<file path="config.mk">
export PLATFORM = sky130hd
export DESIGN_NAME = wbuf_alloc_buffer_flat
export DESIGN_NICKNAME = d
export VERILOG_FILES = /design/src/rtl/wbuf_alloc_buffer_pkg.sv /design/src/rtl/wbuf_alloc_buffer_if.sv /design/src/rtl/wbuf_alloc_entry.sv /design/src/rtl/wbuf_alloc_buffer.sv /design/src/flat_wrapper.sv
export SDC_FILE = /design/constraint.sdc
export NUM_CORES = 2
export LEC_CHECK = 0
export CAP_MARGIN = 5
export CORE_ASPECT_RATIO = 1.4
export CORE_MARGIN = 5
export CORE_UTILIZATION = 44
export CTS_CLUSTER_SIZE = 24
export DETAILED_ROUTE_END_ITERATION = 12
export PLACE_DENSITY = 0.68
export SYNTH_ARGS = -nofsm -noshare
export SYNTH_HDL_FRONTEND = slang
export SYNTH_HIERARCHICAL = 1
export SYNTH_SLANG_ARGS = --single-unit
</file>
<file path="constraint.sdc">
create_clock -name clk -period 2.82 [get_ports clk]
set_input_delay 0.705 -clock clk [delete_from_list [all_inputs] [get_ports clk]]
set_output_delay 0.705 -clock clk [all_outputs]
set_load 0.01 [all_outputs]
</file>
<file path="src/rtl/wbuf_alloc_buffer_pkg.sv">
// Shared definitions for the allocating write buffer: size limits, the
// response record and an elaboration-time legality check for the depth.
package wbuf_alloc_buffer_pkg;

   localparam int WBUF_ALLOC_DEPTH_MAX = 64;
   localparam int WBUF_ALLOC_DATA_W    = 128;
   localparam int WBUF_ALLOC_BE_W      = WBUF_ALLOC_DATA_W / 8;

   // Default-width read response as seen by crossbar-side consumers.
   typedef struct packed {
      logic [WBUF_ALLOC_DATA_W-1:0] data;
      logic [WBUF_ALLOC_BE_W-1:0]   be;
   } wbuf_alloc_rsp_t;

   function automatic bit wbuf_depth_ok(int depth);
      return (depth >= 2) && (depth <= WBUF_ALLOC_DEPTH_MAX) && ((depth & (depth - 1)) == 0);
   endfunction

endpackage

</file>
<file path="src/rtl/wbuf_alloc_buffer_if.sv">
// Allocation, write, read/release and status signals of the write buffer.
// master = requester side, slave = buffer side.
interface wbuf_alloc_buffer_if #(
   parameter int DEPTH  = 8,
   parameter int DATA_W = 128
);
   localparam int ID_W  = $clog2(DEPTH);
   localparam int BE_W  = DATA_W / 8;
   localparam int CNT_W = $clog2(DEPTH + 1);

   logic              alloc_req;
   logic              alloc_gnt;
   logic [ID_W-1:0]   alloc_id;
   logic              wr_valid;
   logic [ID_W-1:0]   wr_id;
   logic [DATA_W-1:0] wr_data;
   logic [BE_W-1:0]   wr_be;
   logic              rd_valid;
   logic [ID_W-1:0]   rd_id;
   logic              rd_release;
   logic              rd_rsp_valid;
   logic [DATA_W-1:0] rd_rsp_data;
   logic [BE_W-1:0]   rd_rsp_be;
   logic              free_valid;
   logic [ID_W-1:0]   free_id;
   logic [CNT_W-1:0]  count;
   logic              full;
   logic              empty;
   logic              err;

   modport master (
      output alloc_req, wr_valid, wr_id, wr_data, wr_be, rd_valid, rd_id, rd_release,
      input  alloc_gnt, alloc_id, rd_rsp_valid, rd_rsp_data, rd_rsp_be,
             free_valid, free_id, count, full, empty, err
   );

   modport slave (
      input  alloc_req, wr_valid, wr_id, wr_data, wr_be, rd_valid, rd_id, rd_release,
      output alloc_gnt, alloc_id, rd_rsp_valid, rd_rsp_data, rd_rsp_be,
             free_valid, free_id, count, full, empty, err
   );

endinterface

</file>
<file path="src/rtl/wbuf_alloc_entry.sv">
// One buffer entry: allocation bit, byte-merged data and accumulated byte mask.
// Release beats a same-cycle write so a freed entry never keeps stale enables.
module wbuf_alloc_entry #(
   parameter int DATA_W = 128
) (
   input  logic                clk,
   input  logic                rst_n,
   input  logic                alloc_set,
   input  logic                release_en,
   input  logic                wr_en,
   input  logic [DATA_W-1:0]   wr_data,
   input  logic [DATA_W/8-1:0] wr_be,
   output logic                alloc,
   output logic [DATA_W-1:0]   data,
   output logic [DATA_W/8-1:0] be
);
   localparam int BE_W = DATA_W / 8;

   logic [DATA_W-1:0] data_q;

   // NOTE: the data storage is reset along with the control bits so an entry
   // leaves reset fully defined; it is a handful of flops, not a RAM macro.
   always_ff @(posedge clk or negedge rst_n) begin
      if (!rst_n) begin
         alloc  <= 1'b0;
         be     <= '0;
         data_q <= '0;
      end else if (release_en) begin
         alloc <= 1'b0;
         be    <= '0;
      end else if (alloc_set) begin
         alloc <= 1'b1;
         be    <= '0;
      end else if (wr_en) begin
         // NOTE: non-blocking assignments keep every byte lane reading pre-edge state.
         for (int b = 0; b < BE_W; b++) begin
            if (wr_be[b]) begin
               data_q[b*8 +: 8] <= wr_data[b*8 +: 8];
               be[b]            <= 1'b1;
            end
         end
      end
   end

   always_comb begin
      // NOTE: default first so every path assigns data and no latch is inferred.
      data = '0;
      for (int b = 0; b < BE_W; b++) begin
         if (be[b]) data[b*8 +: 8] = data_q[b*8 +: 8];
      end
   end

endmodule

</file>
<file path="src/rtl/wbuf_alloc_buffer.sv">
// Write buffer that owns its free list: grants the lowest free entry, byte-merges
// writes, returns masked read data one cycle later and announces releases.
module wbuf_alloc_buffer
   import wbuf_alloc_buffer_pkg::*;
#(
   parameter int DEPTH  = 8,
   parameter int DATA_W = 128
) (
   input  logic               clk,
   input  logic               rst_n,
   wbuf_alloc_buffer_if.slave bus
);
   localparam int ID_W  = $clog2(DEPTH);
   localparam int BE_W  = DATA_W / 8;
   localparam int CNT_W = $clog2(DEPTH + 1);

   if (!wbuf_depth_ok(DEPTH) || (DATA_W % 8) != 0) begin : g_param_check
      $error("wbuf_alloc_buffer: DEPTH must be a power of two in 2..%0d and DATA_W a multiple of 8",
             WBUF_ALLOC_DEPTH_MAX);
   end

   logic [DEPTH-1:0]  alloc_vec;
   logic [DEPTH-1:0]  alloc_set;
   logic [DEPTH-1:0]  wr_sel;
   logic [DEPTH-1:0]  rd_sel;
   logic [DATA_W-1:0] ent_data [DEPTH];
   logic [BE_W-1:0]   ent_be   [DEPTH];
   logic [ID_W-1:0]   low_free;
   logic              alloc_fire;
   logic              release_fire;
   logic              err_d;
   logic [DATA_W-1:0] mux_data;
   logic [BE_W-1:0]   mux_be;

   // Lowest-index free entry wins; scanning downward leaves the lowest hit last.
   always_comb begin
      low_free = '0;
      for (int i = DEPTH - 1; i >= 0; i--) begin
         if (!alloc_vec[i]) low_free = ID_W'(i);
      end
   end

   assign alloc_fire    = bus.alloc_req & ~(&alloc_vec);
   assign bus.alloc_gnt = alloc_fire;
   assign bus.alloc_id  = low_free;

   always_comb begin
      for (int i = 0; i < DEPTH; i++) begin
         rd_sel[i]    = (bus.rd_id == ID_W'(i));
         wr_sel[i]    = (bus.wr_id == ID_W'(i));
         alloc_set[i] = alloc_fire && (low_free == ID_W'(i));
      end
   end

   // Decisions use the pre-edge alloc vector, so a released entry is only grantable next cycle.
   assign release_fire = bus.rd_valid & bus.rd_release & alloc_vec[bus.rd_id];
   assign err_d        = (bus.wr_valid & ~alloc_vec[bus.wr_id]) |
                         (bus.rd_valid & ~alloc_vec[bus.rd_id]);

   for (genvar i = 0; i < DEPTH; i++) begin : g_entry
      wbuf_alloc_entry #(.DATA_W(DATA_W)) u_entry (
         .clk        (clk),
         .rst_n      (rst_n),
         .alloc_set  (alloc_set[i]),
         .release_en (release_fire & rd_sel[i]),
         .wr_en      (bus.wr_valid & wr_sel[i] & alloc_vec[i]),
         .wr_data    (bus.wr_data),
         .wr_be      (bus.wr_be),
         .alloc      (alloc_vec[i]),
         .data       (ent_data[i]),
         .be         (ent_be[i])
      );
   end

   // One-hot read mux; free entries present zero data and mask already.
   always_comb begin
      mux_data = '0;
      mux_be   = '0;
      for (int i = 0; i < DEPTH; i++) begin
         mux_data = mux_data | (ent_data[i] & {DATA_W{rd_sel[i]}});
         mux_be   = mux_be   | (ent_be[i]   & {BE_W{rd_sel[i]}});
      end
   end

   always_ff @(posedge clk or negedge rst_n) begin
      if (!rst_n) begin
         bus.rd_rsp_valid <= 1'b0;
         bus.rd_rsp_data  <= '0;
         bus.rd_rsp_be    <= '0;
         bus.free_valid   <= 1'b0;
         bus.free_id      <= '0;
         bus.count        <= '0;
         bus.err          <= 1'b0;
      end else begin
         bus.rd_rsp_valid <= bus.rd_valid;
         if (bus.rd_valid) begin
            bus.rd_rsp_data <= mux_data;
            bus.rd_rsp_be   <= mux_be;
         end
         bus.free_valid <= release_fire;
         if (release_fire) bus.free_id <= bus.rd_id;
         bus.count <= bus.count + CNT_W'(alloc_fire) - CNT_W'(release_fire);
         bus.err   <= err_d;
      end
   end

   assign bus.full  = (bus.count == CNT_W'(DEPTH));
   assign bus.empty = (bus.count == '0);

endmodule

</file>
<file path="src/flat_wrapper.sv">
// flat-port wrapper written by rule: the top's interface ports become plain ports
module wbuf_alloc_buffer_flat import wbuf_alloc_buffer_pkg::*;
#(
   parameter int DEPTH  = 8,
   parameter int DATA_W = 128
)
  (clk, rst_n, bus_alloc_req, bus_wr_valid, bus_wr_id, bus_wr_data, bus_wr_be, bus_rd_valid, bus_rd_id, bus_rd_release, bus_alloc_gnt, bus_alloc_id, bus_rd_rsp_valid, bus_rd_rsp_data, bus_rd_rsp_be, bus_free_valid, bus_free_id, bus_count, bus_full, bus_empty, bus_err);
  wbuf_alloc_buffer_if #(.DEPTH(DEPTH), .DATA_W(DATA_W)) bus_i ();
  input  logic clk;
  input  logic rst_n;
  input wire logic [$bits(bus_i.alloc_req)-1:0] bus_alloc_req;
  input wire logic [$bits(bus_i.wr_valid)-1:0] bus_wr_valid;
  input wire logic [$bits(bus_i.wr_id)-1:0] bus_wr_id;
  input wire logic [$bits(bus_i.wr_data)-1:0] bus_wr_data;
  input wire logic [$bits(bus_i.wr_be)-1:0] bus_wr_be;
  input wire logic [$bits(bus_i.rd_valid)-1:0] bus_rd_valid;
  input wire logic [$bits(bus_i.rd_id)-1:0] bus_rd_id;
  input wire logic [$bits(bus_i.rd_release)-1:0] bus_rd_release;
  output wire logic [$bits(bus_i.alloc_gnt)-1:0] bus_alloc_gnt;
  output wire logic [$bits(bus_i.alloc_id)-1:0] bus_alloc_id;
  output wire logic [$bits(bus_i.rd_rsp_valid)-1:0] bus_rd_rsp_valid;
  output wire logic [$bits(bus_i.rd_rsp_data)-1:0] bus_rd_rsp_data;
  output wire logic [$bits(bus_i.rd_rsp_be)-1:0] bus_rd_rsp_be;
  output wire logic [$bits(bus_i.free_valid)-1:0] bus_free_valid;
  output wire logic [$bits(bus_i.free_id)-1:0] bus_free_id;
  output wire logic [$bits(bus_i.count)-1:0] bus_count;
  output wire logic [$bits(bus_i.full)-1:0] bus_full;
  output wire logic [$bits(bus_i.empty)-1:0] bus_empty;
  output wire logic [$bits(bus_i.err)-1:0] bus_err;
  assign bus_i.alloc_req = bus_alloc_req;
  assign bus_i.wr_valid = bus_wr_valid;
  assign bus_i.wr_id = bus_wr_id;
  assign bus_i.wr_data = bus_wr_data;
  assign bus_i.wr_be = bus_wr_be;
  assign bus_i.rd_valid = bus_rd_valid;
  assign bus_i.rd_id = bus_rd_id;
  assign bus_i.rd_release = bus_rd_release;
  assign bus_alloc_gnt = bus_i.alloc_gnt;
  assign bus_alloc_id = bus_i.alloc_id;
  assign bus_rd_rsp_valid = bus_i.rd_rsp_valid;
  assign bus_rd_rsp_data = bus_i.rd_rsp_data;
  assign bus_rd_rsp_be = bus_i.rd_rsp_be;
  assign bus_free_valid = bus_i.free_valid;
  assign bus_free_id = bus_i.free_id;
  assign bus_count = bus_i.count;
  assign bus_full = bus_i.full;
  assign bus_empty = bus_i.empty;
  assign bus_err = bus_i.err;
  wbuf_alloc_buffer #(.DEPTH(DEPTH), .DATA_W(DATA_W)) u_core (.clk(clk), .rst_n(rst_n), .bus(bus_i));
endmodule
</file>
Yosys cells after proc, flatten, opt, wreduce, memory -nomap -nowiden
Index checks and enable logic that the tools add are counted.
{"block": "classes", "eq_ne": 22, "n_mux": 196, "n_bitwise": 79, "reduce_logical": 413, "order_cmp": 2, "add_sub_neg": 2}
{"op": "AND 128 bit", "count": 8}
{"op": "two-way mux 8 bit", "count": 128}
{"op": "OR 128 bit", "count": 7}
{"op": "AND reduction 4 bit", "count": 128}
{"op": "nonzero test 3 bit", "count": 136}
{"op": "two-way mux 16 bit", "count": 24}
{"op": "AND reduction 2 bit", "count": 128}
{"op": "AND 16 bit", "count": 8}
{"op": "OR 16 bit", "count": 7}
{"op": "== test 3 bit, second input constant", "count": 12}
{"op": "two-way mux 1 bit", "count": 34}
{"op": "AND 1 bit", "count": 29}
{"op": "two-way mux 3 bit", "count": 8}
{"op": "inverter 1 bit", "count": 19}
{"op": "== test 3 x 2 -> 1 bit, second input constant", "count": 6}
{"op": "nonzero test 2 bit", "count": 8}
{"op": "== test 3 x 1 -> 1 bit, second input constant", "count": 3}
{"op": "zero test 3 bit", "count": 3}
{"op": "logical AND 1 bit", "count": 8}
{"op": "less-than comparator 3 x 4 -> 1 bit, second input constant", "count": 2}
{"op": "AND reduction 8 bit", "count": 1}
{"op": "binary-select mux 1 bit (select 3 bit)", "count": 2}
{"op": "adder 4 x 1 -> 4 bit", "count": 1}
{"op": "== test 4 bit, second input constant", "count": 1}
{"op": "other kinds (3)", "count": 3}
{"block": "word_totals", "reg_bits": 1314, "out_inout_bits": 160}

Longest topological paths before layout
{"block": "depth", "ltp_word": 12, "depth_mapped": 13, "ltp_nobuf": 10}

Cells and area by module
Netlist, hierarchy kept.
{"mod": "wbuf_alloc_entry (u_core.g_entry[0].u_entry ...)", "n_inst": 7, "cells_per_inst": 475, "area_each_um2": 6705.2, "seq_area_each_um2": 3628.5}
{"mod": "wbuf_alloc_buffer", "n_inst": 1, "cells_per_inst": 1755, "area_each_um2": 14870.5, "seq_area_each_um2": 3853.7}
{"mod": "wbuf_alloc_entry (u_core.g_entry[3].u_entry)", "n_inst": 1, "cells_per_inst": 475, "area_each_um2": 6707.7, "seq_area_each_um2": 3628.5}

Worst setup path after synthesis
No wires, ideal clock.
{"block": "synth_timing", "kind": "input -> register", "startpoint": "input bus_rd_id[2]", "endpoint": "register u_core.g_entry[4].u_entry.data_q[0]", "stages": 11, "required_time_ns": 2.695, "path_slack_ns": -0.127, "setup_ns": 0.125, "n_path_buf": 5, "t_arrival_ns": 2.822, "path_cell_list": "buf_4 -> buf_6 -> mux2i_1 -> a22oi_1 -> nand4_2 -> buf_6 -> nor3_1 -> buf_4 -> nor4bb_2 -> buf_6 -> mux2_4"}
{"block": "synth_between", "elab_chain_cells": 6, "word_cells_on_any_way": 7, "cone_classes": "eq/ne: 1; mux: 2; bitwise: 3; reduce/logical: 1"}
{"element": "from (decl)", "line": "flat_wrapper.sv:17", "rtl": "input wire logic [$bits(bus_i.rd_id)-1:0] bus_rd_id;"}
{"element": "binary-select mux 1 bit (select 3 bit)", "line": "wbuf_alloc_buffer.sv:56", "rtl": "assign release_fire = bus.rd_valid & bus.rd_release & alloc_vec[bus.rd_id];"}
{"element": "two-way mux 1 bit (implied by the code)", "line": "wbuf_alloc_buffer.sv:56"}
{"element": "AND 1 bit", "line": "wbuf_alloc_buffer.sv:56"}
{"element": "AND 1 bit (*)", "line": "wbuf_alloc_buffer.sv:65", "rtl": ".release_en (release_fire & rd_sel[i]),"}
{"element": "inverter 1 bit (no line) (*)"}
{"element": "AND reduction 4 bit (no line) (*)"}
{"element": "to (signal, indexed assignment)", "line": "wbuf_alloc_entry.sv:38", "rtl": "data_q[b*8 +: 8] <= wr_data[b*8 +: 8];"}
{"element": "to (decl)", "line": "wbuf_alloc_entry.sv:19", "rtl": "logic [DATA_W-1:0] data_q;"}
Mark *: on every way between the ends. The rest lies on a longest branch, timed or not. The select of a mux whose other input is x is not followed.
A chain may end at the register's enable or synchronous reset.

Worst setup path after layout
{"block": "layout_timing", "startpoint": "register u_core.g_entry[7].u_entry.alloc", "endpoint": "output bus_alloc_id[0]"}
{"block": "layout_between", "elab_chain_cells": 8}
{"element": "from (decl)", "line": "wbuf_alloc_entry.sv:13", "rtl": "output logic alloc,"}
{"element": "from (signal assigned)", "line": "wbuf_alloc_entry.sv:25", "rtl": "alloc <= 1'b0;"}
{"element": "from (signal assigned)", "line": "wbuf_alloc_entry.sv:29", "rtl": "alloc <= 1'b0;"}
{"element": "from (signal assigned)", "line": "wbuf_alloc_entry.sv:32", "rtl": "alloc <= 1'b1;"}
{"element": "two-way mux 3 bit (8 in series)", "line": "wbuf_alloc_buffer.sv:39", "rtl": "if (!alloc_vec[i]) low_free = ID_W'(i);"}
{"element": "to (decl)", "line": "flat_wrapper.sv:20", "rtl": "output wire logic [$bits(bus_i.alloc_id)-1:0] bus_alloc_id;"}
No other way between the ends.

==> results.md <==
- Row count: 171
- R2R depth: 11
- Worst skew pair latency: 0.79 ns
- CTS Buffer Depth: 3
- TritonCTS clock tree: built
- Run status: finished, final reports clean
- Detailed-route via count: 48140
- Worst EP arrival: 2.10 ns
- Slew headroom: 0.2053
- Largest net degree at the start of global routing: 124
- Synthesized net count: 5718
- Fin. Hold Viols: 0
- First-pass GRT wire length: 334200 um
- CTS root buffer: clkbuf_16
- Tmin final: 2.805 ns
- PortBufs: 315
- H-tree Lvls: 4
- Leak Pwr: 36.25 nW
- Worst slew pin tran: 1.190 ns
- Ys async rst share: 1.000
- NumNets Final: 6202
- Final setup fails: 0
- Power density cells: 844.8 mW/mm2
- Placed insts: 7975
- Post-Synthesis Cell Area: 0.06851 mm2
- Setup CP Type: flip-flop to output port
- Via density: 5.841
- Maxcap violations: 0
- Dpl hpwl: 150100 um
- Initial Utilization: 0.4423
- Routability cong.: 0.8893
- Final Non-Filler Cells: 8241
- Total power: 69.22 mW
- Post-Syn Area per Cell: 12.33 um2
- DRT iter0 DRCs: 4139
- DR WL met3: 18860 um
- Top cells by count, synth: 1314 x dfrtp_1, 1028 x and2_1, 576 x mux2_4
- Area growth syn-to-layout: 19.60%
- Met1 wire length: 92530 um
- Worst-path clk slew: 0.06 ns
- Crit-path max FO: 5
- Most used DFF post-synth: dfrtp_1
- Synth top area share: 0.4799
- Hold path depth: 3
- Worst hold-check path type: primary input to flip-flop
- Critical path required time: 2.12 ns
- Sequential fraction of the synthesis area: 0.4799
- Number of global-route vias before repair: 50080
- Worst hold path startpoint: bus_rd_valid
- Synth top area cells: dfrtp_1 48%, mux2_4 13%, and2_1 9.4%, mux2_2 8.4%, mux2i_1 2.6%
- Num ports: 316
- Hold EP: u_core/bus.free_id[2]
- VDD IR max: 0.6560 mV
- Highest Signal Layer: met5
- Max frequency: 356.5 MHz
- DRC: 0
- Endpoint class of the critical path: output port
- Worst Setup Start Kind: flip-flop
- Final wirelength: 226500 um
- Util after Layout: 0.5290
- Multi-input logic area: 0.03361 mm2
- Unique cell type count in the Yosys netlist: 63
- Share of cells above drive strength 1: 0.3187
- Initial antenna violation count: 37
- Number of synthesized flops with an enable pin: 0
- Final Cycle Share: 0.9946
- DIE AREA: 0.1638 mm2
- Reg-to-Reg End: u_core/g_entry[4].u_entry/data_q[91]
- Mapped Cells: 5555
- Worst Clk Skew: 0.03299 ns
- Max Slew Vio Count: 0
- Drt first pass iters: 6
- Flop2flop setup slack: 0.10 ns
- Chip width: 343.5 um
- Grt ovf: 0
- CTS Buf Count: 134
- DR WL met2: 104200 um
- DR WL/cell: 27.48 um
- Cell taking the most area after synthesis: dfrtp_1
- Yosys reg bits: 1314
- Clock Sinks: 1314
- Count leader, synth: dfrtp_1
- Gr usage total: 0.2701
- Core Area: 0.1549 mm2
- Yosys warnings: 6
- Startpoint of the worst register-to-register path: u_core/g_entry[7].u_entry/alloc
- Remaining antenna violation count: 0
- FILL cells: 13100
- Sequential cell area: 0.03288 mm2
- Die height: 476.9 um
cells in the final DEF (no fill, tap or decap), types with 152 or more instances in the layout:
cell type and n:
a21oi_1 212, mux2i_1 178, dfrtp_1 1312, buf_4 254, o21ai_0 152, nand2_1 209, mux2_4 576, clkdlybuf4s50_1 304
nor2_1 329, mux2_2 509, and2_1 1024
routing by layer:
layer,up-vias,track usage
met4,38,0.1226
met5,-,0
met1,25060,0.3533
met3,549,0.06924
li1,20590,-
met2,1903,0.4227
kinds of logic after synthesis:
group                      share of synthesized area
adders and majority gates                   0.001388
muxes                                         0.2523
xor gates and xnor gates                   0.0002557
AOI/OAI and AO/OA                            0.07367
buffers and inverters                        0.03634
and+or+nand+nor                               0.1561
DFF                                           0.4799
layout make-up:
type / count / area share
sequential: 1314 / 0.4013
inverter: 10 / 0.0004581
clock inverter: 47 / 0.007467
timing repair buffer: 724 / 0.09937
tap: 2076 / 0.03170
antenna: 21 / 0.0006413
multi-input combinational: 3855 / 0.4102
clock buffer: 194 / 0.04888
sequential cells by signal, summed over array words and instances (netlist names):
register                       flops
u_core/g_entry.u_entry/data_q   1024
u_core/bus.free_id                 3
u_core/bus.rd_rsp_valid            1
u_core/g_entry.u_entry/be        128
u_core/bus.count                   4
u_core/bus.rd_rsp_data           128
u_core/g_entry.u_entry/alloc       8
u_core/bus.err                     1
u_core/bus.rd_rsp_be              16
u_core/bus.free_valid              1
worst max-delay path, cell delays in order, from the launching register on:
cell and delay (ns):
dfrtp_2 0.44, nand2b_1 0.15, a21boi_1 0.22, o21ai_2 0.11, a21boi_2 0.23, buf_6 0.16
worst max path at each step:
stage / start / endpoint / slack [ns] / depth (start not counted)
2_1_floorplan: bus_rd_id[2] / u_core/g_entry[4].u_entry/data_q[0] / -0.12 / 11
3_3_place_gp: bus_wr_id[2] / u_core/g_entry[4].u_entry/data_q[43] / -0.55 / 7
3_5_place_dp: bus_wr_id[2] / u_core/g_entry[4].u_entry/data_q[25] / -0.55 / 7
4_1_cts: u_core/g_entry[7].u_entry/alloc / bus_alloc_id[0] / 0.0009 / 5
5_1_grt: u_core/g_entry[7].u_entry/alloc / bus_alloc_id[0] / -0.08 / 5
6_report: u_core/g_entry[7].u_entry/alloc / bus_alloc_id[0] / 0.02 / 5
power breakdown:
group	total, mW	switching, mW	internal, mW
Combinational	18.5	7.33	11.2
Clock	18.9	7.90	11.0
Sequential	31.8	6.13	25.7
stage by stage:
step,area [um2],hold WS [ns],setup TNS [ns],worst slack (ns)
finish,81940,0.3804,0,0.01525
global route,81890,0.3792,-0.07562,-0.07562
CTS,81870,0.3146,0,0.0009122
detailed placement,77200,0.4698,-314.31,-0.5493
global placement,77200,0.4717,-314.98,-0.5461
floorplan,68560,0.4094,-44.89,-0.1162
timing repair:
item | in CTS | in global routing
hold endpoints to repair | 20 | 0
pin swaps | 5 | 3
hold buffers | 1 | 0
endpoints found under the setup margin | 14 | 100
buffers inserted | 2 | 1
gates resized for setup | 24 | 10
No activity file was read; power rests on OpenSTA's default activity.
